`config.mk`:
```
export PLATFORM = sky130hd
export DESIGN_NAME = sc_ifu
export DESIGN_NICKNAME = d
export VERILOG_FILES = /design/src/rtl/sc_ifu.sv
export SDC_FILE = /design/constraint.sdc
export NUM_CORES = 1
export LEC_CHECK = 0
export ABC_AREA = 0
export CAP_MARGIN = 10
export CORE_ASPECT_RATIO = 0.75
export CORE_MARGIN = 2
export CORE_UTILIZATION = 42
export DETAILED_ROUTE_END_ITERATION = 10
export PLACE_DENSITY = 0.9
export SLEW_MARGIN = 20
export SYNTH_ARGS = -nofsm -noshare
export SYNTH_HDL_FRONTEND = slang
export SYNTH_SLANG_ARGS = --single-unit
```
`constraint.sdc`:
```
create_clock -name clk -period 4.4 [get_ports clk]
set_clock_uncertainty 0.1 [all_clocks]
set_input_delay 0.88 -clock clk [delete_from_list [all_inputs] [get_ports clk]]
set_output_delay 0.88 -clock clk [all_outputs]
set_load 0.05 [all_outputs]
```
`src/rtl/sc_ifu.sv`:
```
// sc_ifu: instruction fetch/issue unit.
// Owns the architectural PC. Fetches one word at a time from imem over a
// req/ack handshake, holds it in a single instruction register (IR) until
// the datapath retires it, then computes the next PC from the control unit's
// pcsource selection. There is no prefetch and no buffering beyond the IR.
module sc_ifu #(
    parameter int                 ADDR_W   = 32,
    parameter logic [ADDR_W-1:0]  RESET_PC = 32'h0000_0000
) (
    input  logic              clk,
    input  logic              resetn,
    output logic              imem_req,
    output logic [ADDR_W-1:0] imem_addr,
    input  logic              imem_ack,
    input  logic [31:0]       imem_rdata,
    output logic [31:0]       inst,
    output logic [11:0]       op,
    output logic              inst_valid,
    output logic [ADDR_W-1:0] pc,
    output logic [ADDR_W-1:0] pc_plus4,
    input  logic              retire,
    input  logic [1:0]        pcsource,
    input  logic [ADDR_W-1:0] reg_target
);

    // FETCH_WAIT is the post-reset idle state; it always moves to FETCH.
    typedef enum logic [1:0] {
        FETCH_WAIT = 2'd0,
        FETCH      = 2'd1,
        ISSUE      = 2'd2
    } state_t;

    state_t            r_state;
    logic              r_req;
    logic              r_valid;
    logic [31:0]       r_inst;
    logic [ADDR_W-1:0] r_pc;

    logic [ADDR_W-1:0] w_pc_plus4;
    logic [ADDR_W-1:0] w_br_offset;
    logic [ADDR_W-1:0] w_next_pc;

    // PC+4 and the sign-extended, word-scaled branch offset; adds wrap mod 2^32.
    assign w_pc_plus4  = r_pc + ADDR_W'(4);
    assign w_br_offset = {{(ADDR_W-18){r_inst[15]}}, r_inst[15:0], 2'b00};

    // Next-PC selection; only consumed when retire is taken in ISSUE.
    always_comb begin
        w_next_pc = w_pc_plus4;
        case (pcsource)
            2'b00:   w_next_pc = w_pc_plus4;
            2'b01:   w_next_pc = w_pc_plus4 + w_br_offset;
            2'b10:   w_next_pc = reg_target & ~ADDR_W'(3);
            2'b11:   w_next_pc = {w_pc_plus4[ADDR_W-1:ADDR_W-4], r_inst[25:0], 2'b00};
            default: w_next_pc = w_pc_plus4;
        endcase
    end

    // Fetch/issue FSM with registered request, valid, IR and PC.
    always_ff @(posedge clk) begin
        if (!resetn) begin
            r_state <= FETCH_WAIT;
            r_req   <= 1'b0;
            r_valid <= 1'b0;
            r_inst  <= 32'h0;
            r_pc    <= RESET_PC;
        end else begin
            case (r_state)
                FETCH_WAIT: begin
                    r_state <= FETCH;
                    r_req   <= 1'b1;
                end
                FETCH: begin
                    // Request stays high with a stable address until ack.
                    if (imem_ack) begin
                        r_inst  <= imem_rdata;
                        r_req   <= 1'b0;
                        r_valid <= 1'b1;
                        r_state <= ISSUE;
                    end
                end
                ISSUE: begin
                    // The IR is held; a stray ack here is ignored.
                    if (retire) begin
                        r_pc    <= w_next_pc;
                        r_valid <= 1'b0;
                        r_req   <= 1'b1;
                        r_state <= FETCH;
                    end
                end
                default: begin
                    r_state <= FETCH_WAIT;
                    r_req   <= 1'b0;
                    r_valid <= 1'b0;
                end
            endcase
        end
    end

    assign imem_req   = r_req;
    assign imem_addr  = r_pc;
    assign inst       = r_inst;
    assign op         = {r_inst[31:26], r_inst[5:0]};
    assign inst_valid = r_valid;
    assign pc         = r_pc;
    assign pc_plus4   = w_pc_plus4;

endmodule

```
==> reports/summary.txt <==
Root buffer cell - clkbuf_16
Final ANT Viol Nets - 0
Drt drc - 0
Hold depth - 2
Postcts setup bufs - 0
Routed via count - 6427
Final nets - 1039
Crit path launch type - flop
TNS Setup - 0 ns
Rows - 37
WL/cell - 18.57 um
GRT overflow - 0
Lkg Pwr - 3.345 nW
Hold wc startpoint - inst[19]
Min Tclk post-route - 4.250 ns
Syn Std Cell Area - 5976 sq um
Pin slew with the least headroom to its limit - 0.9579 ns
Worst-Skew Late Latency - 0.34 ns
CTS Buffer Depth - 2
Worst hold path class - flop to flop
Worst Path Max Fanout - 9
Die W - 141.7 um
Die Area - 15210 sq um
Number of diodes - 0
Clock Sinks - 65
Seq/Total Area, Yosys - 0.2178
FF+latch area - 1319 sq um
Peak VDD IR - 0.0002122 V
Async SR Flop Fraction - 0
Distinct cell type count after synthesis - 80
Synth Flop Type - dfxtp_1
Hold Path End - inst[19]
Initial DRT Pass Iterations - 4
First-pass GRT wire length - 31660 um
R2R cell count - 14
Kind of end point of the critical path - primary output
Number of global-route vias before repair - 5848
Synth top cells by count - nand2_1 (128), dfxtp_1 (65), a21oi_1 (52), nor2_1 (51), buf_4 (49)
Post-synthesis register bit count - 65
# IOs - 212
Initial antenna violation count - 0
Number of synthesized flops with an enable pin - 0
Vert. Die Dim - 107.3 um
Clock-pin transition on the worst setup and hold timing paths - 0.07 ns
Max_cap viols - 0
CTS tree - yes
GRT Total Usage - 0.2655
TritonCTS buffer count - 9
CTS H-tree depth - 3
GP Congestion - 0.9725
CTS resizes - 0
WP data required - 3.42 ns
Most common cell in the netlist - nand2_1
Post-synth top area share - 0.2178
Drt first-iter violations - 416
DP HPWL - 15670 um
Initial Util - 0.4332
Avg Cell Area, Syn - 7.701 sq um
Core Region - 13800 sq um
R2r startpoint - imem_addr[5]
Synthesis Warnings - 0
R2r endpoint - imem_addr[30]
Final wirelength - 20690 um
Setup violations, final - 0
Placed cells - 1098
Area delta synth->final - 39.15%
RSZ-0062 raised after global routing - false
Layout cells sized above 1 - 0.1161
Vias/cell - 5.769
Total Power - 1.843 mW
Slew headroom - 0.3605
Max-slew violation count - 0
Multi-input logic area - 4185 sq um
Post-route insts no fill - 1114
Cell taking the most area after synthesis - dfxtp_1
Pwr/cell area - 221.6 nW/um^2
Gate count after technology mapping - 776
Hold Vio Cnt, Final - 0
Peak Freq - 235.3 MHz
Buffers on Ports - 203
R2R Setup Slk - 0.16 ns
Top post-synthesis cells by area - dfxtp_1 (22%), nand2_1 (8.0%), ha_1 (7.1%)
Fillers - 1211
Largest net degree at the start of global routing - 34
Critical path type - flop to primary output
Critical Path AT - 3.27 ns
Crit share post-route - 0.9660
Status - completed
# hold bufs at CTS - 0
-- kinds of logic after synthesis --
family	Yosys count	synth area share
simple gates	284	0.2297
compound gates	214	0.2395
xor+xnor	40	0.05863
buf+inv	106	0.1053
mux	31	0.07391
fa+ha+maj	35	0.07454
flops	65	0.2178
other cells	1	0.0006275
-- worst max path at each step --
stage / from / endpoint / slack [ns] / depth (start not counted)
after detailed placement: imem_addr[2] / imem_addr[31] / 0.19 / 15
after global routing: imem_addr[2] / imem_addr[31] / 0.003 / 15
after global placement: imem_addr[2] / imem_addr[31] / 0.18 / 15
after floorplan: imem_addr[14] / imem_addr[31] / 0.04 / 14
final: imem_addr[2] / pc_plus4[28] / 0.15 / 8
after CTS: imem_addr[2] / pc_plus4[28] / 0.05 / 8
-- flip-flops by register name, indices dropped and copies added (netlist names) --
name / cells
r_state: 1
inst: 32
imem_req: 1
inst_valid: 1
imem_addr: 30
-- layer usage --
layer  track usage  vias to the layer above  share of wire
met5             0                        -              0
met4       0.06500                        0          0.014
met3       0.07651                       28           0.10
met2        0.4289                      307           0.45
met1        0.3509                     3041           0.43
li1              -                     3051              -
-- through the flow --
step | cell area, sq um | setup WS (ns) | hold slack [ns] | utilization
final | 8315 | 0.1498 | 0.3778 | 0.6028
after global routing | 8315 | 0.002861 | 0.4044 | 0.6028
after CTS | 8295 | 0.05315 | 0.3826 | 0.6013
after detailed placement | 7994 | 0.1907 | 0.3745 | 0.5794
after global placement | 7994 | 0.1840 | 0.3679 | 0.5794
after floorplan | 6113 | 0.04280 | 0.4625 | -
-- power breakdown --
group	internal [mW]	switching (mW)	total, mW	leakage [nW]
registers	0.607	0.0275	0.635	0.533
clock network	0.444	0.314	0.758	0.143
logic	0.182	0.269	0.450	2.67
total	1.23	0.610	1.84	3.35
-- final cells by class --
cell class / instances / share of cell area
Clock buffer: 9 / 0.02708
Clock inverter: 7 / 0.009178
Inverter: 17 / 0.007674
Multi-Input combinational cell: 610 / 0.5033
Sequential cell: 65 / 0.1586
Tap cell: 175 / 0.02633
Timing Repair Buffer: 231 / 0.2678
-- worst max-delay path, cell delays in order (launching register included) --
cell             delay (ns)
dfxtp_4                0.40
ha_2                   0.23
nand3_1                0.10
or2_4                  0.27
or3_1                  0.39
buf_4                  0.23
nor3_2                 0.28
xor2_2                 0.17
clkdlybuf4s50_1        0.84
-- cells in the final DEF (no fill, tap or decap), types with 15 or more instances in the layout --
cell type and instances:
nor2_1 50, mux2i_1 16, xnor2_1 15, buf_4 31, nand2_1 128, inv_1 17, a21oi_1 52, a21boi_0 41
o21ai_0 39, nand3_1 23, dfxtp_1 55, ha_1 33, clkdlybuf4s50_1 197
Power figures use the tool's default switching activity.
